$ cat src/rtl/counter_sched.sv
// Round-robin sharing of one external loadable up-counter between N requesters.
// The winner's start value is loaded into the counter; when the counter reaches
// TERM the owner gets a one-cycle done pulse. Dropping req while running aborts
// the interval without a done.
//
// state | meaning
// IDLE  | no owner; arbitrate pending requests from the RR pointer upward
// LOAD  | owner latched; drive ctr_load for one cycle with the owner's value
// RUN   | wait for ctr_count == TERM; owner dropping req aborts
// DONE  | pulse done to the owner, advance the RR pointer past it
module counter_sched #(
  parameter int            N    = 4,
  parameter int            W    = 4,
  parameter logic [W-1:0]  TERM = {W{1'b1}}
) (
  input  logic             clk,
  input  logic             rst,
  input  logic [N-1:0]     req,
  input  logic [N*W-1:0]   req_value,
  output logic [N-1:0]     grant,
  output logic [N-1:0]     done,
  output logic             busy,
  output logic             ctr_load,
  output logic [W-1:0]     ctr_init,
  input  logic [W-1:0]     ctr_count
);

  localparam int SW = (N > 1) ? $clog2(N) : 1;

  typedef enum logic [1:0] {IDLE, LOAD, RUN, DONE} state_t;

  state_t          state_q, state_d;
  logic [SW-1:0]   sel_q, sel_d;
  logic [SW-1:0]   ptr_q, ptr_d;
  logic [W-1:0]    init_q, init_d;
  logic [SW-1:0]   pick;
  logic            found;
  logic [SW-1:0]   sel_inc;
  logic [2*N-1:0]  req_rot;
  logic [N-1:0]    sel_onehot;
  int              pos;

  // Rotate requests so bit 0 is the pointer position, then take the first set bit.
  always_comb begin
    req_rot = {req, req} >> ptr_q;
    pick    = '0;
    found   = 1'b0;
    pos     = 0;
    for (int k = 0; k < N; k++) begin
      if (!found && req_rot[k]) begin
        found = 1'b1;
        pos   = int'(ptr_q) + k;
        if (pos >= N) pos = pos - N;
        pick  = SW'(pos);
      end
    end
  end

  // Pointer moves one past the owner so it has lowest priority next round.
  always_comb begin
    sel_inc = (sel_q == SW'(N - 1)) ? '0 : sel_q + SW'(1);
  end

  // Next-state logic.
  always_comb begin
    state_d = state_q;
    sel_d   = sel_q;
    ptr_d   = ptr_q;
    init_d  = init_q;
    case (state_q)
      IDLE: begin
        if (found) begin
          sel_d   = pick;
          init_d  = req_value[pick*W +: W];
          state_d = LOAD;
        end
      end
      LOAD: state_d = RUN;
      RUN: begin
        // Abort wins over reaching TERM in the same cycle.
        if (!req[sel_q]) begin
          ptr_d   = sel_inc;
          state_d = IDLE;
        end else if (ctr_count == TERM) begin
          state_d = DONE;
        end
      end
      DONE: begin
        ptr_d   = sel_inc;
        state_d = IDLE;
      end
      default: state_d = IDLE;
    endcase
  end

  // State register; reset drops any interval in flight.
  always_ff @(posedge clk or negedge rst) begin
    if (!rst) begin
      state_q <= IDLE;
      sel_q   <= '0;
      ptr_q   <= '0;
      init_q  <= '0;
    end else begin
      state_q <= state_d;
      sel_q   <= sel_d;
      ptr_q   <= ptr_d;
      init_q  <= init_d;
    end
  end

  // Outputs decoded only from registered state.
  always_comb begin
    sel_onehot = {{(N-1){1'b0}}, 1'b1} << sel_q;
    grant      = (state_q != IDLE) ? sel_onehot : '0;
    done       = (state_q == DONE) ? sel_onehot : '0;
    busy       = (state_q != IDLE);
    ctr_load   = (state_q == LOAD);
    ctr_init   = init_q;
  end

endmodule

$ cat config.mk
export PLATFORM = sky130hd
export DESIGN_NAME = counter_sched
export DESIGN_NICKNAME = d
export VERILOG_FILES = /design/src/rtl/counter_sched.sv
export SDC_FILE = /design/constraint.sdc
export NUM_CORES = 1
export LEC_CHECK = 0
export CAP_MARGIN = 20
export CORE_MARGIN = 2
export CORE_UTILIZATION = 33
export DETAILED_ROUTE_END_ITERATION = 8
export GPL_TIMING_DRIVEN = 1
export PLACE_DENSITY = 0.78
export RECOVER_POWER = 100
export SLEW_MARGIN = 20
export SYNTH_ARGS = -nofsm -noshare
export SYNTH_HDL_FRONTEND = slang
export SYNTH_SLANG_ARGS = --single-unit
$ cat constraint.sdc
create_clock -name clk -period 4.35 [get_ports clk]
set_input_delay 0.87 -clock clk [delete_from_list [all_inputs] [get_ports clk]]
set_output_delay 0.87 -clock clk [all_outputs]
set_load 0.05 [all_outputs]
== Yosys cells after proc, flatten, opt, wreduce, memory -nomap -nowiden ==
Index checks and enable logic that the tools add are counted.
Operators by class
  add/sub/neg operators: 8
  magnitude comparators: 5
  equal/unequal tests: 8
  shift-type cells: 3
  multiplexer cells: 23
  reductions and logical operators: 12
Operators by type and width (number)
  $mux 2: 13
  $shiftx 16x5->4: 1
  $ge 3x3->1 const B: 3
  $mux 4: 2
  $pmux 2 s4: 1
  $shr 8x2->4: 1
  $sub 2x1->2 const B: 4
  $add 2x2->3 const B: 2
  $eq 2x2->1 const B: 3
  $reduce_and 2->1: 3
  $mux 1: 5
  $eq 4x4->1 const B: 1
  $ne 2x2->1 const B: 2
  $pmux 2 s2: 1
  $reduce_bool 2->1: 2
  $shl 1x2->4 const A: 1
  $add 2x1->3 const B: 1
  $ge 2x3->1 const B: 1
  $logic_and 1x1->1: 3
  $logic_not 1->1: 3
  $lt 2x3->1 const B: 1
  $ne 3x3->1 const B: 1
  $add 2x1->2 const B: 1
  $bmux 1 s2: 1
  2 further kinds: 2
Word-level totals
  bits in registers: 10
  input bits: 26
  output and inout port bits: 14
  logic and storage cells: 63

== Longest topological paths before layout ==
  depth in word-level cells: 13
  depth in mapped cells: 5
  depth with buffers taken out: 5

== Worst setup path before layout ==
OpenSTA, ideal clock, no wires.
  path kind: flip-flop to output port
  start point: reg sel_q[0]
  end point: out grant[0]
  data arrival time: 1.369 ns
  data required time: 3.480 ns
  setup slack: 2.111 ns
  stages on the path, launching flop included: 4
  cell sequence: dfrtp_1 -> inv_1 -> ha_1 -> nor2b_1
On the way
  cells in the longest elaborated chain, start to end: 2
RTL lines
  start: declaration: RTL line 33  | logic [SW-1:0] sel_q, sel_d;
  start signal: assignment: RTL line 105  | sel_q <= sel_d;
  $shl 1x2->4: RTL line 113  | sel_onehot = {{(N-1){1'b0}}, 1'b1} << sel_q;
  $mux 4: RTL line 114  | grant = (state_q != IDLE) ? sel_onehot : '0;
  end: declaration: RTL line 20  | output logic [N-1:0] grant,
Every way passes these cells.

== Final worst setup path ==
  start point: reg state_q[1]
  end point: out grant[3]
On the way
  cells in the longest elaborated chain, start to end: 2
RTL lines
  start: declaration: RTL line 32  | state_t state_q, state_d;
  start signal: assignment: RTL line 104  | state_q <= state_d;
  $reduce_bool 2->1: RTL line 114
  $mux 4: RTL line 114
Every way passes these cells.

==> summary.txt <==
Post-Syn Instances - 78
Core Area - 2190 sq um
total wire length - 1850 um
Slew Limit Fails - 0
Antenna Cells - 0
global route overflow - 0
PostCTS Resize Cnt - 0
status - completed
most common cell after layout, fill and taps aside - clkdlybuf4s50_1
Post-Syn Area - 752 sq um
XOR/XNOR share of the synthesized area - 0
period utilization - 0.683
DRC - 0
worst hold path type - flop to flop
sequential area share after synthesis - 0.333
Critical Path Fanout Max - 9
CP startpoint kind - flop
fmax - 337 MHz
Total Power - 824 uW
gr usage total - 0.162
initial DRC count - 10
Hold Violations, Final - 0
Worst EP arrival - 2.10 ns
Vias - 757
first-pass GRT wire length - 3300 um
PortBufs - 39
syn avg cell area - 9.64 sq um
TritonRoute pass-1 iters - 4
number of synthesized flops with an enable pin - 0
final setup TNS - 0 ns
worst hold slack - 0.493 ns
LEAKAGE - 0.000572 uW
Tmin final - 2.97 ns
Adder-Cell Fraction of Synth Area - 0.0666
area of the multi-input gates - 480 sq um
Die Ht - 51.7 um
Worst VDD drop - 0.414 mV
maxcap violations - 0
Syn-to-layout area delta - 61.1%
Clk pin slew, worst setup/hold paths - 0.07 ns
CTS max path bufs - 2
Layout Utilization - 0.553
Post-synth ARST share - 1.00
worst slew pin tran - 0.510 ns
unrepaired setup endpoints after global routing - no
nets@finish - 152
post-DP HPWL - 1550 um
Num CTS Buffers - 3
syn nets - 108
WL/cell - 12.4 um
Main synth FF type - dfrtp_1
Final GP Congestion - 0.837
vias in the first global route - 750
Die Wd - 51.7 um
Skew-Pair Late Insertion Delay - 0.26 ns
I/O pins - 40
clk sinks - 10
pre-CTS WS - 1.71 ns
layout cells sized above 1 - 0.0992
CTS tree - built
number of distinct library cells after synthesis - 29
H-tree lvl count - 1
Hold-fix buffers, CTS - 0
combinational family with the most area after synthesis - simple AND/OR/NAND/NOR gates
register area - 250 sq um
Root Buffer - clkbuf_4
mux contribution to synthesized area - 0.166
largest net degree at the start of global routing - 11
Synth Area in Compound Gates - 0.166
Filler Cell Count - 213
yosys warns - 0
commonest non-fill, non-tap cells in the layout - 23 x clkdlybuf4s50_1, 16 x dlygate4sd3_1, 10 x nand2_1, 10 x dfrtp_1, 8 x mux2i_1
Pwr Density - 680 nW/um^2
DR vias/cell - 5.08
Worst Skew - 0.00223 ns
post-CTS setup buffers - 0
die area - 2680 sq um
final worst slack - 1.38 ns
Simple-Gate Fraction of Synth Area - 0.243
setup violators final - 0
synthesized flop and latch total - 10
crit path capture type - output port
Rows - 17
WS Path Type - flop to output port
Data required, critical path - 3.48 ns
antenna-violating nets left - 0
starting density of the core - 0.343
slew margin rel. - 0.659
initial antenna violation count - 0
-- state kept, by name, summed over array words and instances, names as in the netlist --
| register | count |
|---|---|
| sel_q | 2 |
| state_q | 2 |
| ctr_init | 4 |
| ptr_q | 2 |
-- worst paths after layout --
check | start | endpoint | slack [ns] | cells past startpoint
max | state_q[1]$_DFFE_PN0P_ | grant[3] | 1.38 | 3
min reg2reg | ctr_init[2]$_DFFE_PN0P_ | ctr_init[2]$_DFFE_PN0P_ | 0.49 | 2
min | ctr_init[2]$_DFFE_PN0P_ | ctr_init[2]$_DFFE_PN0P_ | 0.49 | 2
min in group asynchronous | rst | sel_q[0]$_DFFE_PN0P_ | 0.99 | 1
max in group asynchronous | rst | ptr_q[1]$_DFFE_PN0P_ | 3.05 | 1
max reg2reg | state_q[1]$_DFFE_PN0P_ | ctr_init[0]$_DFFE_PN0P_ | 2.56 | 4
-- synth_stat cells, drive strengths merged, types with 2 or more instances --
library cell / number / area share
mux2i: 8 / 0.11
and2b: 4 / 0.043
nor2b: 4 / 0.033
dfrtp: 10 / 0.33
mux2: 2 / 0.030
a21oi: 2 / 0.018
inv: 5 / 0.025
o221ai: 5 / 0.082
and3: 4 / 0.033
nand2: 10 / 0.050
ha: 4 / 0.067
nor2: 6 / 0.030
o21ai: 2 / 0.018
-- worst max-delay path: stages (launching register included) --
cell and delay [ns]:
dfrtp_1 0.46, nor2_1 0.39, and2b_1 0.23, dlygate4sd3_1 0.75
-- per-layer routing --
layer / share of wire / up-vias / global-route usage / wire (um)
met5: 0 / - / 0 / 0
met3: 0.055 / 0 / 0.0374 / 101
met1: 0.42 / 365 / 0.192 / 782
met4: 0 / 0 / 0.0263 / 0
met2: 0.52 / 25 / 0.299 / 968
li1: - / 367 / - / -
-- cell type report --
cell class,instances,share of cell area
multi-input cells,63,0.397
repair buffers,39,0.322
flip-flops and latches,10,0.207
clock buffers,4,0.0300
well taps,28,0.0289
inverters,5,0.0155
-- report_power, final --
group / total (uW) / switching, uW / internal, uW
clock network: 84.7 / 33.9 / 50.8
logic: 539 / 331 / 207
registers: 201 / 60.4 / 140
total: 824 / 426 / 398
-- stage by stage --
stage | area, sq um | std cells
3_3_place_gp | 1180 | 145
3_5_place_dp | 1180 | 145
4_1_cts | 1210 | 149
6_report | 1210 | 149
2_1_floorplan | 752 | 78
5_1_grt | 1210 | 149
-- cell families after synthesis --
family	Yosys count
muxes	11
DFF	10
AOI/OAI and AO/OA	14
buffers and inverters	5
and+or+nand+nor	34
adders and majority gates	4
Note: power is estimated with default switching activity, not from simulation.
